[src/rtl/turn_scheduler.sv]
// Turn scheduler for a two-tank artillery match.
// Tracks whose turn it is, per-turn countdown, shell flight and game over.
module turn_scheduler #(
    parameter int FPS           = 60,
    parameter int TURN_SECS     = 10,
    parameter int SHELL_TIMEOUT = 240,
    parameter int SWITCH_FRAMES = 30
) (
    input  logic       frame_clk,
    input  logic       Reset,
    input  logic [7:0] keycode,
    input  logic       shoot_A,
    input  logic       shoot_B,
    input  logic       shell_done,
    input  logic       GG_A,
    input  logic       GG_B,
    output logic       currentState,
    output logic       control_EN_A,
    output logic       control_EN_B,
    output logic       turn,
    output logic [4:0] turn_timer,
    output logic [7:0] round_cnt,
    output logic [1:0] winner,
    output logic [2:0] state_dbg
);

    localparam logic [2:0] S_IDLE     = 3'd0;
    localparam logic [2:0] S_TURN     = 3'd1;
    localparam logic [2:0] S_FIRE     = 3'd2;
    localparam logic [2:0] S_SWITCH   = 3'd3;
    localparam logic [2:0] S_GAMEOVER = 3'd4;

    localparam logic [7:0] KEY_ENTER = 8'h28;
    localparam logic [7:0] KEY_ESC   = 8'h29;

    localparam logic [8:0] FPS_LAST   = 9'(FPS - 1);
    localparam logic [8:0] SHELL_LAST = 9'(SHELL_TIMEOUT - 1);
    localparam logic [8:0] SW_LAST    = 9'(SWITCH_FRAMES - 1);
    localparam logic [4:0] TURN_INIT  = 5'(TURN_SECS);

    logic [2:0] state_q, state_d;
    logic [8:0] frame_cnt_q, frame_cnt_d;
    logic       turn_q, turn_d;
    logic [4:0] timer_q, timer_d;
    logic [7:0] round_q, round_d;
    logic [1:0] winner_q, winner_d;
    logic       cs_q, cs_d;
    logic       en_a_q, en_a_d;
    logic       en_b_q, en_b_d;

    logic gg;
    logic shot;

    assign gg   = GG_A | GG_B;
    assign shot = turn_q ? shoot_B : shoot_A;

    // Next-state, counter and registered-output computation.
    always_comb begin
        state_d     = state_q;
        frame_cnt_d = frame_cnt_q;
        turn_d      = turn_q;
        timer_d     = timer_q;
        round_d     = round_q;
        winner_d    = winner_q;

        case (state_q)
            S_IDLE: begin
                if (keycode == KEY_ENTER) begin
                    state_d     = S_TURN;
                    turn_d      = 1'b0;
                    timer_d     = TURN_INIT;
                    frame_cnt_d = '0;
                    round_d     = '0;
                    winner_d    = 2'b00;
                end
            end
            S_TURN: begin
                if (gg) begin
                    state_d     = S_GAMEOVER;
                    winner_d    = {GG_A, GG_B};
                    frame_cnt_d = '0;
                end else if (shot) begin
                    state_d     = S_FIRE;
                    frame_cnt_d = '0;
                end else if (frame_cnt_q == FPS_LAST) begin
                    frame_cnt_d = '0;
                    if (timer_q <= 5'd1) begin
                        timer_d = '0;
                        state_d = S_SWITCH;
                    end else begin
                        timer_d = timer_q - 5'd1;
                    end
                end else begin
                    frame_cnt_d = frame_cnt_q + 9'd1;
                end
            end
            S_FIRE: begin
                if (gg) begin
                    state_d     = S_GAMEOVER;
                    winner_d    = {GG_A, GG_B};
                    frame_cnt_d = '0;
                end else if (shell_done || frame_cnt_q == SHELL_LAST) begin
                    state_d     = S_SWITCH;
                    frame_cnt_d = '0;
                end else begin
                    frame_cnt_d = frame_cnt_q + 9'd1;
                end
            end
            S_SWITCH: begin
                if (gg) begin
                    state_d     = S_GAMEOVER;
                    winner_d    = {GG_A, GG_B};
                    frame_cnt_d = '0;
                end else if (frame_cnt_q == SW_LAST) begin
                    state_d     = S_TURN;
                    turn_d      = ~turn_q;
                    timer_d     = TURN_INIT;
                    frame_cnt_d = '0;
                    if (round_q != 8'hFF) begin
                        round_d = round_q + 8'd1;
                    end
                end else begin
                    frame_cnt_d = frame_cnt_q + 9'd1;
                end
            end
            S_GAMEOVER: begin
                if (keycode == KEY_ESC) begin
                    state_d  = S_IDLE;
                    winner_d = 2'b00;
                end
            end
            default: begin
                state_d     = S_IDLE;
                frame_cnt_d = '0;
            end
        endcase

        cs_d   = (state_d != S_IDLE);
        en_a_d = !(state_d == S_TURN && !turn_d);
        en_b_d = !(state_d == S_TURN && turn_d);
    end

    // State and output registers with synchronous reset.
    always_ff @(posedge frame_clk) begin
        if (Reset) begin
            state_q     <= S_IDLE;
            frame_cnt_q <= '0;
            turn_q      <= 1'b0;
            timer_q     <= '0;
            round_q     <= '0;
            winner_q    <= 2'b00;
            cs_q        <= 1'b0;
            en_a_q      <= 1'b1;
            en_b_q      <= 1'b1;
        end else begin
            state_q     <= state_d;
            frame_cnt_q <= frame_cnt_d;
            turn_q      <= turn_d;
            timer_q     <= timer_d;
            round_q     <= round_d;
            winner_q    <= winner_d;
            cs_q        <= cs_d;
            en_a_q      <= en_a_d;
            en_b_q      <= en_b_d;
        end
    end

    assign currentState = cs_q;
    assign control_EN_A = en_a_q;
    assign control_EN_B = en_b_q;
    assign turn         = turn_q;
    assign turn_timer   = timer_q;
    assign round_cnt    = round_q;
    assign winner       = winner_q;
    assign state_dbg    = state_q;

endmodule

[config.mk]
export PLATFORM = sky130hd
export DESIGN_NAME = turn_scheduler
export DESIGN_NICKNAME = d
export VERILOG_FILES = /design/src/rtl/turn_scheduler.sv
export SDC_FILE = /design/constraint.sdc
export NUM_CORES = 1
export LEC_CHECK = 0
export BUFFER_PORTS_ARGS = -buffer_cell sky130_fd_sc_hd__buf_2
export CORE_MARGIN = 4
export CORE_UTILIZATION = 55
export DETAILED_ROUTE_END_ITERATION = 8
export GPL_TIMING_DRIVEN = 0
export PLACE_DENSITY = 0.9
export SLEW_MARGIN = 20
export SYNTH_ARGS = -nofsm -noshare
export SYNTH_HDL_FRONTEND = slang
export SYNTH_SLANG_ARGS = --single-unit
[constraint.sdc]
create_clock -name frame_clk -period 6.6 [get_ports frame_clk]
set_clock_uncertainty 0.15 [all_clocks]
set_input_delay 0.99 -clock frame_clk [delete_from_list [all_inputs] [get_ports frame_clk]]
set_output_delay 0.99 -clock frame_clk [all_outputs]
set_load 0.05 [all_outputs]
# Word-level counts from Yosys, hierarchy flattened
# Index checks and enable logic that the tools add are counted.
# word_totals
output_inout_bits,22
in_bits,15
reg_bits,31
word_cells,94
# op_classes
order_cmp,1
n_addsub,3
reduce_logical,16
n_eq_ne,20
n_bitwise,3
n_mux,42
# ops
cell,n
9-bit 2-to-1 mux,8
9-bit one-hot mux with 5 select lines,1
5-bit 2-to-1 mux,7
8-bit 2-to-1 mux,4
3-bit 2-to-1 mux,10
"8-bit by 6-bit == test with 1-bit output, second input constant",2
"2-bit != test, second input constant",8
8-bit one-hot mux with 2 select lines,1
3-bit one-hot mux with 5 select lines,1
5-bit one-hot mux with 3 select lines,1
"9-bit by 1-bit adder with 9-bit output, second input constant",1
"9-bit by 5-bit == test with 1-bit output, second input constant",1
"9-bit by 6-bit == test with 1-bit output, second input constant",1
"9-bit by 8-bit == test with 1-bit output, second input constant",1
3-bit nonzero test,3
"8-bit by 1-bit adder with 8-bit output, second input constant",1
"8-bit != test, second input constant",1
7-bit AND reduction,1
"3-bit by 1-bit == test with 1-bit output, second input constant",2
"3-bit by 2-bit == test with 1-bit output, second input constant",2
2-bit 2-to-1 mux,3
2-bit one-hot mux with 3 select lines,1
"5-bit by 1-bit <= comparator with 1-bit output, second input constant",1
5-bit AND reduction,1
15 further kinds,22

# Logic depth before layout (Yosys ltp)
# Gate-level depths: netlist of run 1.
# depth
ltp_word,9
depth_mapped,8
mapped_depth_nobuf,7

# Worst setup path after synthesis of run 1
# No wires, ideal clock.
# synth_path
path_type,input port to flip-flop
start,input port keycode[2]
end,register frame_cnt_q[7]
path_buffers,0
t_required_ns,6.328
slack_ns,3.925
path_stages,5
arrival_ns,2.403
setup_time_ns,0.122
path_cell_list,nor4bb_1 a31oi_1 or3_1 a31oi_1 mux2i_1
# synth_via
elab_chain_len,3
# synth_rtl
element,line_no,text
"start, declared",11,"input logic [7:0] keycode,"
8-bit by 6-bit == test with 1-bit output,68,if (keycode == KEY_ENTER) begin
2-bit != test (no line),-,
2-bit AND reduction (no line),-,
"end signal, assigned",157,frame_cnt_q <= frame_cnt_d;
"end, declared",42,"logic [8:0] frame_cnt_q, frame_cnt_d;"
# No other way between the ends.
# A chain may end at the register's enable or synchronous reset.

# Worst setup path in the final report of run 1
# layout_path
start,input port keycode[2]
end,register timer_q[2] (netlist: turn_timer[2])
# layout_via
elab_chain_len,3
# layout_rtl
element,line_no,text
8-bit by 6-bit == test with 1-bit output,68,
2-bit != test (no line),-,
7-bit AND reduction (no line),-,
"end signal, assigned",159,timer_q <= timer_d;
"end, declared",44,"logic [4:0] timer_q, timer_d;"
# No other way between the ends.

==> key figures, run 1 <==
Setup path
  • Maximum fanout along the worst path: 7
  • Worst-path cell with the longest stage delay: sky130_fd_sc_hd__nor4bb_1
  • Critical path, cell by cell: buf_2 > nor4bb_1 > a211oi_1 > nor3b_2 > nand2_1 > o32ai_1
  • Nature of the critical path endpoint: register
  • Nature of the critical path startpoint: input port
  • Maximum single-stage delay on the critical path: 0.71 ns
  • Data required, critical path: 6.70 ns
  • Data arrival time at the worst-slack endpoint: 2.95 ns
  • Type of the worst setup path: input port to register

Routing
  • Remaining design rule violation count: 0
  • Number of DRC markers in iteration 0: 101
  • Detailed Route WL: 4450 µm
  • DRT Pass-1 Iters: 4
  • Per-cell routed wire length: 14.2 µm
  • Total number of vias: 1,917
  • Via density per instance: 6.12
  • ANT nets after route: 0

Global routing
  • Most used routing layer: met2
  • Largest net degree at the start of global routing: 11
  • Met2 layer usage reported by global route: 34.9%
  • Global-route met3 utilization: 4.96%
  • Sum of overflow across all layers after global routing: 0
  • Number of global-route vias before repair: 1,688
  • Antenna violations before repair: 0
  • Global routing usage on met1: 26.5%
  • Global-route wire length before repair: 7290 µm
  • Overall fraction of global-route tracks in use: 21.3%

Die
  • Core footprint: 3130 µm²
  • Die Footprint: 4320 µm²
  • Row count: 20
  • Initial Utilization: 58.5%
  • Top Ports: 37
  • Vert. Die Dim: 65.7 µm
  • Die Span X: 65.7 µm

Finish
  • Highest-count cells in the layout ignoring fill and taps: sky130_fd_sc_hd__buf_2 (37), sky130_fd_sc_hd__dfxtp_1 (31), sky130_fd_sc_hd__nor2_1 (21), sky130_fd_sc_hd__nand2_1 (18)
  • Leading cell type in the layout, fill and taps excluded: sky130_fd_sc_hd__buf_2
  • P&R area growth vs syn: 17.6%
  • Register Area: 621 µm²
  • Area of the multi-input gates: 1120 µm²
  • Count of fill cells added during filler insertion: 260
  • Post-route cell area: 2150 µm²
  • Antenna diode count: 0
  • Fin nets: 288
  • Share of layout cells above drive strength 1: 20.4%

Logic synthesis
  • Library cell occupying the most area in the post-synthesis netlist: sky130_fd_sc_hd__dfxtp_1
  • Multiplexer share of the synthesized area: 2.73%
  • Total nets after synthesis: 245
  • Primary FF master, synth: sky130_fd_sc_hd__dfxtp_1
  • Post-synthesis instance area: 1830 µm²
  • Fraction of synthesized cell area in xor and xnor cells: 1.44%
  • Number of instances in the synthesized netlist: 225
  • Count of cell types in the netlist: 58
  • Synthesis warning total: 0
  • Main combinational cell family by area after synthesis: simple AND/OR/NAND/NOR gates
  • Flip-flop and latch count after synthesis: 31
  • EDFF count, synth: 0
  • Fraction of registers with async set or reset after synthesis: 0%
  • Biggest area contributors in the synthesized netlist: sky130_fd_sc_hd__dfxtp_1 (34%), sky130_fd_sc_hd__nor2_1 (4.3%), sky130_fd_sc_hd__nand2_1 (3.7%)
  • Post-synthesis share of cell area spent on full adders, half adders and majority gates: 3.42%
  • Proportion of synthesized chip area in sequential cells: 33.9%
  • Mean instance size in the synthesized netlist: 8.14 µm²
  • Simple logic cell fraction of the synthesized area: 30.7%
  • Area fraction in compound gates after synthesis: 22.8%
  • Share of the synthesized area in the top cell type: 33.9%

Placement
  • Final RePlAce weighted congestion: 0.862
  • DP Wirelength: 3320 µm
  • Placed standard-cell area: 2070 µm²
  • Port Buffer Count: 36

Timing
  • Total of endpoints with negative setup slack in the final report: 0
  • Final hold viol count: 0
  • Sum Neg Setup Slack: 0 ns
  • Portion of the clock cycle consumed by the worst path in the final layout: 43.2%
  • Total count of max-transition violations in the final report: 0
  • Worst slew pin tran: 0.806 ns
  • RSZ-0062 raised after global routing: no
  • Upper clock frequency limit: 351 MHz
  • Clock period minus final worst setup slack: 2.85 ns
  • Worst slew margin relative to its limit: 45.5%

Clock network
  • Root buffer cell: sky130_fd_sc_hd__clkbuf_4
  • Post-CTS Hold Buffers: 0
  • Count of H-tree levels built during CTS: 2
  • Clock tree from TritonCTS: done
  • Number of buffers created by CTS: 5
  • Worst-Skew Late Latency: 0.34 ns
  • Total clock sinks: 31
  • Setup Buffers After CTS: 0
  • Longest Clk Path Bufs: 2
  • Post_cts resized: 0
  • Register clock-pin slew on the reported worst setup and hold paths: 0.10 ns

Power and ir drop
  • Static leakage: 0.812 nW
  • Total power per unit cell area: 170 nW/µm²
  • Maximum ir drop on the vdd rail: 149 µV

Min path
  • Class of the most critical hold timing path: register to register

Outcome
  • Outcome: completed

Job
  • Number of max-cap violations: 0
[Yosys cell counts (all sizes together) (3+ instances only)]
library cell / number
a21oi: 9
a22oi: 4
a311o: 3
a31oi: 7
and3: 5
buf: 3
clkbuf: 5
dfxtp: 31
ha: 5
inv: 13
mux2i: 5
nand2: 18
nand2b: 5
nand3: 13
nand4: 6
nor2: 21
nor3: 8
o211ai: 3
o21ai: 7
o31ai: 5
or2: 3
or3: 7
[per-stage QoR]
stage               total power, mW  setup WS (ns)  utilization, %  std cells  hold slack [ns]
detailed placement            0.209           3.46            66.0        305            0.314
CTS                           0.366           3.79            68.8        313            0.329
global placement              0.208           3.51            66.0        305            0.308
global route                  0.377           3.59            68.8        313            0.350
finish                        0.365           3.75            68.8        313            0.330
floorplan                     0.201           3.92               -        225            0.324
[per-layer routing]
metal  wire (µm)  up-vias
met4          83        0
met3         282       11
met5           0        -
li1            -      932
met1        1990      904
met2        2090       70
[worst max-delay path: cells and delay by family]
family,cells,cell delay (ns)
AOI/OAI and AO/OA,2,0.52
and+or+nand+nor,3,1.35
buffers and inverters,1,0.09
[path summary, 6_finish.rpt]
| check | from | to | slack [ns] | depth (start not counted) |
|---|---|---|---|---|
| min | winner[0] | winner[0] | 0.33 | 2 |
| min reg2reg | winner[0] | winner[0] | 0.33 | 2 |
| max | keycode[2] | turn_timer[2] | 3.75 | 6 |
| max reg2reg | frame_cnt_q[0] | frame_cnt_q[2] | 4.09 | 7 |
[flip-flops by register name, indices dropped and copies added (netlist names)]
register      cells
turn              1
turn_timer        5
state_dbg         3
round_cnt         8
winner            2
control_EN_B      1
currentState      1
frame_cnt_q       9
control_EN_A      1
[report_power, final]
group	total [mW]	internal (mW)	switching, mW	leakage [nW]
logic	0.0175	0.00672	0.0108	0.514
clock network	0.161	0.0895	0.0712	0.0482
registers	0.187	0.187	0.000185	0.250
total	0.365	0.283	0.0822	0.812
[area by class of cell]
cell class	instances	share of cell area, %
Inverter	13	2.27
Timing Repair Buffer	36	8.37
Tap cell	44	2.56
Sequential cell	31	28.8
Multi-Input combinational cell	173	52.0
Clock buffer	6	2.38
Buffer	8	1.98
Clock inverter	2	1.63
[cells by family after synthesis]
family                     count (synthesis)
AOI/OAI and AO/OA                         58
xor gates and xnor gates                   3
adders and majority gates                  5
buffers and inverters                     21
DFF                                       31
muxes                                      5
and+or+nand+nor                          102
(Power assumes the default switching activity.)
==> run 2: changes to the inputs <==
CORE_UTILIZATION = 49   (was 55)
PLACE_DENSITY = 0.85   (was 0.9)
clock period = 2.6 ns   (was 6.6 ns; I/O delays follow)
==> run 2 against run 1 <==
  * Combinational power rose to 2.5 times the previous value
  * Final cell count grew 0.64%
  * Worst hold slack got worse by 0.13 ns
  * Critical path type is now register to register
  * Clock-buffer cell count is 2 higher
  * First-iteration DRC count decreased by 3.0%
  * Global-route usage decreased by 2.7 points
  * Die area rose by 11%
  * Wire length increased by 1.3%
==> key figures, run 2 (synthesis gave the netlist of run 1 again) <==
Setup path
  • Critical path, cell by cell: or4b_1 > buf_2 > o21bai_1 > nor3b_2 > nand2_1 > o32ai_1 (was buf_2 > nor4bb_1 > a211oi_1 > nor3b_2 > nand2_1 > o32ai_1)
  • Maximum single-stage delay on the critical path: 0.46 ns (was 0.71 ns)
  • Type of the worst setup path: register to register (was input port to register)
  • Maximum fanout along the worst path: 8 (was 7)
  • Data arrival time at the worst-slack endpoint: 2.46 ns (was 2.95 ns)
  • Worst reg2reg path depth: 6 (was 7)
  • CP Buf/Inv Count: 1 (unchanged)
  • Nature of the critical path startpoint: register (was input port)
  • RR Startpoint: frame_cnt_q[4] (was frame_cnt_q[0])
  • Setup slack of the worst register-to-register path: 0.17 ns (was 4.09 ns)
  • Worst flop-to-flop path endpoint: turn_timer[2] (was frame_cnt_q[2])
  • Data required, critical path: 2.64 ns (was 6.70 ns)
  • Worst-path cell with the longest stage delay: sky130_fd_sc_hd__dfxtp_1 (was sky130_fd_sc_hd__nor4bb_1)
  • Top Family by Delay on Critical Path: simple AND/OR/NAND/NOR gates (unchanged)
  • Nature of the critical path endpoint: register (unchanged)

Finish
  • Fin nets: 288 (unchanged)
  • Max FFs per register: 9 (unchanged)
  • Post-route cell area: 2180 µm² (was 2150 µm²)
  • Highest-count cells in the layout ignoring fill and taps: sky130_fd_sc_hd__buf_2 (37), sky130_fd_sc_hd__dfxtp_1 (31), sky130_fd_sc_hd__nor2_1 (21), sky130_fd_sc_hd__nand2_1 (18) (unchanged)
  • Leading cell type in the layout, fill and taps excluded: sky130_fd_sc_hd__buf_2 (unchanged)
  • P&R area growth vs syn: 18.9% (was 17.6%)
  • Share of layout cells above drive strength 1: 20.8% (was 20.4%)
  • Register with the highest flop count: frame_cnt_q (unchanged)
  • Antenna diode count: 0 (unchanged)

Clock network
  • Post_cts resized: 0 (unchanged)
  • Root buffer cell: sky130_fd_sc_hd__clkbuf_8 (was sky130_fd_sc_hd__clkbuf_4)
  • Post-CTS Hold Buffers: 0 (unchanged)
  • Worst-Skew Late Latency: 0.28 ns (was 0.34 ns)
  • Total clock sinks: 31 (unchanged)
  • Register clock-pin slew on the reported worst setup and hold paths: 0.07 ns (was 0.10 ns)
  • Count of H-tree levels built during CTS: 2 (unchanged)
  • Longest Clk Path Bufs: 2 (unchanged)
  • Clock tree from TritonCTS: done (unchanged)
  • Setup Buffers After CTS: 0 (unchanged)
  • Number of buffers created by CTS: 5 (unchanged)

Timing
  • Final hold viol count: 0 (unchanged)
  • Total of endpoints with negative setup slack in the final report: 0 (unchanged)
  • Total count of max-transition violations in the final report: 0 (unchanged)
  • RSZ-0062 raised after global routing: no (unchanged)
  • Worst slew pin tran: 0.778 ns (was 0.806 ns)
  • Upper clock frequency limit: 412 MHz
  • Clock period minus final worst setup slack: 2.43 ns
  • Portion of the clock cycle consumed by the worst path in the final layout: 93.4%
  • Sum Neg Setup Slack: 0 ns (unchanged)
  • Worst slew margin relative to its limit: 47.5% (was 45.5%)

Routing
  • Total number of vias: 1,855 (was 1,917)
  • Remaining design rule violation count: 0 (unchanged)
  • Number of DRC markers in iteration 0: 98 (was 101)
  • ANT nets after route: 0 (unchanged)
  • Per-cell routed wire length: 14.3 µm (was 14.2 µm)
  • Via density per instance: 5.89 (was 6.12)
  • Detailed Route WL: 4500 µm (was 4450 µm)
  • DRT Pass-1 Iters: 5 (was 4)

Placement
  • DP Wirelength: 3220 µm (was 3320 µm)
  • Placed standard-cell area: 2070 µm² (about the same)
  • Final RePlAce weighted congestion: 0.894 (was 0.862)
  • Port Buffer Count: 36 (unchanged)

Min path
  • Worst hold endpoint: winner[0] (unchanged)
  • Hold-critical path depth: 3 (was 2)
  • Class of the most critical hold timing path: input port to register (was register to register)
  • Hold Crit Start: GG_B (was winner[0])

Die
  • Initial Utilization: 52.8% (was 58.5%)
  • Top Ports: 37 (unchanged)
  • Die Span X: 69.1 µm (was 65.7 µm)
  • Row count: 21 (was 20)
  • Vert. Die Dim: 69.1 µm (was 65.7 µm)
  • Core footprint: 3470 µm² (was 3130 µm²)
  • Die Footprint: 4780 µm² (was 4320 µm²)

Global routing
  • Number of global-route vias before repair: 1,650 (was 1,688)
  • Sum of overflow across all layers after global routing: 0 (unchanged)
  • Antenna violations before repair: 0 (unchanged)
  • Largest net degree at the start of global routing: 11 (unchanged)
  • Global-route wire length before repair: 7450 µm (was 7290 µm)
  • Overall fraction of global-route tracks in use: 18.6% (was 21.3%)

Power and ir drop
  • Static leakage: 0.821 nW (was 0.812 nW)
  • Total power per unit cell area: 433 nW/µm² (was 170 nW/µm²)
  • Maximum ir drop on the vdd rail: 175 µV (was 149 µV)

Outcome
  • Outcome: completed (unchanged)

Job
  • Number of max-cap violations: 0 (unchanged)
run 2: cell count changes in the layout (fill, tap and decap cells not counted), sizes merged:
cell    change
clkinv      -1
clkbuf      +2
bufinv      -1
run 2: area by class of cell:
class | count | area [µm²]
Buffer | 8 | 43.8
Clock buffer | 8 | 100
Fill cell | 321 | 1290
Inverter | 13 | 48.8
Multi-Input combinational cell | 173 | 1120
Sequential cell | 31 | 621
Tap cell | 46 | 57.6
Timing Repair Buffer | 36 | 180
run 2: worst min-delay path: cells and delay by family:
family	cells	cell delay [ns]
and+or+nand+nor	1	0.04
buffers and inverters	1	0.11
AOI/OAI and AO/OA	1	0.06
run 2: where the power goes:
| group | switching (mW) | total (mW) | internal (mW) |
|---|---|---|---|
| clock network | 0.180 | 0.421 | 0.241 |
| logic | 0.0273 | 0.0444 | 0.0171 |
| registers | 0.000435 | 0.476 | 0.475 |
run 2: worst max-delay path by stage:
| stage | cells past startpoint | startpoint | slack (ns) | endpoint |
|---|---|---|---|---|
| 2_1_floorplan | 6 | state_dbg[1] | 0.31 | round_cnt[5] |
| 3_3_place_gp | 6 | keycode[2] | 0.11 | turn_timer[2] |
| 3_5_place_dp | 6 | keycode[2] | 0.04 | turn_timer[2] |
| 4_1_cts | 7 | frame_cnt_q[0] | 0.1 | frame_cnt_q[4] |
| 5_1_grt | 6 | frame_cnt_q[4] | 0.02 | turn_timer[2] |
| 6_report | 6 | frame_cnt_q[4] | 0.17 | turn_timer[2] |
run 2: routing by layer:
metal,share of wire (%),vias to the layer above,GRT usage [%]
met3,5.6,6,3.34
li1,-,930,-
met4,1.3,0,7.81
met1,47,864,24.3
met2,46,55,30.0
met5,0,-,0
run 2: through the flow:
step	worst slack, ns	cells	power (mW)	hold WS (ns)	util [%]
2_1_floorplan	0.309	225	0.510	0.324	-
3_3_place_gp	0.110	307	0.530	0.299	59.6
3_5_place_dp	0.0423	307	0.530	0.306	59.6
4_1_cts	0.0984	315	0.947	0.199	62.5
5_1_grt	0.0194	315	0.972	0.216	62.7
6_report	0.171	315	0.942	0.198	62.7
==> run 3: changes to the inputs <==
ABC_AREA = 1   (was default)
CORE_UTILIZATION = 51   (was 49)
PLACE_DENSITY = 0.87   (was 0.85)
==> run 3 against run 2 <==
  * Die area grew 9.6%
  * Register-to-register slack gained 0.50 ns
  * Critical endpoint is now frame_cnt_q[8]
  * Combinational power decreased by 2%
  * Largest cell class unchanged
==> key figures, run 3 <==
Outcome
  • Outcome: completed (unchanged)

Logic synthesis
  • Proportion of synthesized chip area in sequential cells: 29.4% (was 33.9%)
  • Most frequently used cell type in the post-synthesis netlist: sky130_fd_sc_hd__nand2_1 (was sky130_fd_sc_hd__dfxtp_1)
  • Biggest area contributors in the synthesized netlist: sky130_fd_sc_hd__dfxtp_1 (29%), sky130_fd_sc_hd__nand2_1 (17%), sky130_fd_sc_hd__inv_1 (9.1%) (was sky130_fd_sc_hd__dfxtp_1 (34%), sky130_fd_sc_hd__nor2_1 (4.3%), sky130_fd_sc_hd__nand2_1 (3.7%))
  • Library cell occupying the most area in the post-synthesis netlist: sky130_fd_sc_hd__dfxtp_1 (unchanged)
  • EDFF count, synth: 0 (unchanged)
  • Synth top cells by count: sky130_fd_sc_hd__nand2_1 (94), sky130_fd_sc_hd__inv_1 (51), sky130_fd_sc_hd__nor2_1 (48), sky130_fd_sc_hd__nand3_1 (37), sky130_fd_sc_hd__dfxtp_1 (31) (was sky130_fd_sc_hd__dfxtp_1 (31), sky130_fd_sc_hd__nor2_1 (21), sky130_fd_sc_hd__nand2_1 (18), sky130_fd_sc_hd__inv_1 (13), sky130_fd_sc_hd__nand3_1 (13))
  • Fraction of registers with async set or reset after synthesis: 0% (unchanged)
  • Primary FF master, synth: sky130_fd_sc_hd__dfxtp_1 (unchanged)
  • Total nets after synthesis: 368 (was 245)
  • Synthesis warning total: 0 (unchanged)
  • Post-synthesis instance area: 2110 µm² (was 1830 µm²)
  • Number of instances in the synthesized netlist: 348 (was 225)
  • Mean instance size in the synthesized netlist: 6.07 µm² (was 8.14 µm²)
  • Share of the synthesized area in the top cell type: 29.4% (was 33.9%)
  • Flip-flop and latch count after synthesis: 31 (unchanged)
  • Count of cell types in the netlist: 24 (was 58)

Finish
  • Highest-count cells in the layout ignoring fill and taps: sky130_fd_sc_hd__nand2_1 (94), sky130_fd_sc_hd__inv_1 (51), sky130_fd_sc_hd__nor2_1 (48), sky130_fd_sc_hd__buf_2 (38), sky130_fd_sc_hd__nand3_1 (37) (was sky130_fd_sc_hd__buf_2 (37), sky130_fd_sc_hd__dfxtp_1 (31), sky130_fd_sc_hd__nor2_1 (21), sky130_fd_sc_hd__nand2_1 (18))
  • P&R area growth vs syn: 15.3% (was 18.9%)
  • Leading cell type in the layout, fill and taps excluded: sky130_fd_sc_hd__nand2_1 (was sky130_fd_sc_hd__buf_2)
  • Count of fill cells added during filler insertion: 369 (was 321)
  • Share of layout cells above drive strength 1: 15.8% (was 20.8%)
  • Max FFs per register: 9 (unchanged)
  • Fin nets: 411 (was 288)
  • Antenna diode count: 0 (unchanged)
  • Register with the highest flop count: frame_cnt_q (unchanged)

Global routing
  • Largest net degree at the start of global routing: 11 (unchanged)
  • Sum of overflow across all layers after global routing: 0 (unchanged)
  • Global-route wire length before repair: 8650 µm (was 7450 µm)
  • Antenna violations before repair: 0 (unchanged)
  • Overall fraction of global-route tracks in use: 20.8% (was 18.6%)
  • Number of global-route vias before repair: 1,989 (was 1,650)

Routing
  • Total number of vias: 2,268 (was 1,855)
  • ANT nets after route: 0 (unchanged)
  • Per-cell routed wire length: 11.5 µm (was 14.3 µm)
  • DRT Pass-1 Iters: 4 (was 5)
  • Via density per instance: 5.13 (was 5.89)
  • Detailed Route WL: 5090 µm (was 4500 µm)
  • Number of DRC markers in iteration 0: 154 (was 98)
  • Remaining design rule violation count: 0 (unchanged)

Die
  • Core footprint: 4000 µm² (was 3470 µm²)
  • Initial Utilization: 52.8% (about the same)
  • Row count: 23 (was 21)
  • Die Footprint: 5230 µm² (was 4780 µm²)
  • Die Span X: 72.4 µm (was 69.1 µm)
  • Top Ports: 37 (unchanged)
  • Vert. Die Dim: 72.4 µm (was 69.1 µm)

Clock network
  • Register clock-pin slew on the reported worst setup and hold paths: 0.06 ns (was 0.07 ns)
  • Longest Clk Path Bufs: 2 (unchanged)
  • Setup Buffers After CTS: 0 (unchanged)
  • Count of H-tree levels built during CTS: 2 (unchanged)
  • Total clock sinks: 31 (unchanged)
  • Root buffer cell: sky130_fd_sc_hd__clkbuf_8 (unchanged)
  • Worst-Skew Late Latency: 0.29 ns (was 0.28 ns)
  • Number of buffers created by CTS: 5 (unchanged)
  • Post_cts resized: 0 (unchanged)
  • Clock tree from TritonCTS: done (unchanged)
  • Post-CTS Hold Buffers: 0 (unchanged)

Setup path
  • Nature of the critical path startpoint: register (unchanged)
  • Type of the worst setup path: register to register (unchanged)
  • Crit. Startpoint: frame_cnt_q[1] (was frame_cnt_q[4])
  • Data arrival time at the worst-slack endpoint: 1.96 ns (was 2.46 ns)
  • Maximum fanout along the worst path: 6 (was 8)
  • Data required, critical path: 2.63 ns (was 2.64 ns)
  • Setup slack of the worst register-to-register path: 0.67 ns (was 0.17 ns)
  • Nature of the critical path endpoint: register (unchanged)
  • RR Startpoint: frame_cnt_q[1] (was frame_cnt_q[4])

Placement
  • Final RePlAce weighted congestion: 0.892 (was 0.894)
  • DP Wirelength: 3890 µm (was 3220 µm)
  • Port Buffer Count: 36 (unchanged)

Min path
  • Hold Crit Start: GG_B (unchanged)
  • Class of the most critical hold timing path: input port to register (unchanged)

Timing
  • Clock period minus final worst setup slack: 1.93 ns (was 2.43 ns)
  • Sum Neg Setup Slack: 0 ns (unchanged)
  • Min Hold Slack: 0.219 ns (was 0.198 ns)
  • RSZ-0062 raised after global routing: no (unchanged)
  • Portion of the clock cycle consumed by the worst path in the final layout: 74.3% (was 93.4%)
  • Worst slew pin tran: 0.613 ns (was 0.778 ns)
  • Total count of max-transition violations in the final report: 0 (unchanged)
  • Total of endpoints with negative setup slack in the final report: 0 (unchanged)
  • Upper clock frequency limit: 517 MHz (was 412 MHz)
  • Worst slew margin relative to its limit: 59.1% (was 47.5%)
  • Final hold viol count: 0 (unchanged)

Power and ir drop
  • Static leakage: 1.19 nW (was 0.821 nW)
  • Maximum ir drop on the vdd rail: 382 µV (was 175 µV)
  • Total power per unit cell area: 362 nW/µm² (was 433 nW/µm²)

Job
  • Number of max-cap violations: 0 (unchanged)
[run 3: metal layers]
metal	vias up	track usage, %	share of wire, %
met5	-	0	0
met4	0	9.19	1.9
met3	9	3.46	5.3
met2	48	33.1	46
met1	1025	27.7	47
li1	1186	-	-
[run 3: kinds of logic (layout without fill, tap and decap cells)]
kind of cell / Yosys count / count (layout) / share of synthesized area, %
buffers and inverters: 59 / 103 / 10.6
XOR/XNOR: 6 / 6 / 2.49
flip-flops: 31 / 31 / 29.4
AO/OA/AOI/OAI: 35 / 35 / 8.89
adder cells (fa/ha/maj): 5 / 5 / 2.96
AND/OR/NAND/NOR: 212 / 212 / 45.7
[run 3: layout make-up]
cell class,count,area [µm²],area share (%)
sequential,31,621,25.5
buffer,5,21.3,0.873
clock inverter,1,5.00,0.205
inverter,54,203,8.32
tap,50,62.6,2.57
timing repair buffer,36,180,7.40
multi-input combinational,258,1270,52.0
clock buffer,7,76.3,3.13
[run 3: through the flow]
stage,instances,instance area (µm²),worst slack [ns],power (mW),util (%)
3_5_place_dp,434,2350,0.623,0.530,58.9
5_1_grt,442,2440,0.476,0.912,60.9
2_1_floorplan,348,2110,0.657,0.510,-
4_1_cts,442,2440,0.673,0.887,60.9
3_3_place_gp,434,2350,0.652,0.529,58.9
6_report,442,2440,0.667,0.882,60.9
[run 3: power breakdown]
part	internal [mW]	switching [mW]	leakage [nW]
Sequential	0.475	0.000485	0.250
Combinational	0.0146	0.0291	0.893
Clock	0.187	0.175	0.0422
[run 3: worst max-delay path: stages (launching register included)]
cell                      delay, ns
sky130_fd_sc_hd__dfxtp_1       0.38
sky130_fd_sc_hd__ha_1          0.26
sky130_fd_sc_hd__nand3_1       0.17
sky130_fd_sc_hd__nor2_1        0.13
sky130_fd_sc_hd__nand2_1       0.09
sky130_fd_sc_hd__nand3_1       0.07
sky130_fd_sc_hd__nand3_1       0.22
sky130_fd_sc_hd__a21oi_2       0.28
sky130_fd_sc_hd__nor2_1        0.07
[run 3: path summary, 6_finish.rpt]
kind / end / cells past startpoint
worst max register to register: frame_cnt_q[8] / 8
worst max-delay path: frame_cnt_q[8] / 8
worst min register to register: winner[0] / 2
worst min-delay path: winner[0] / 3
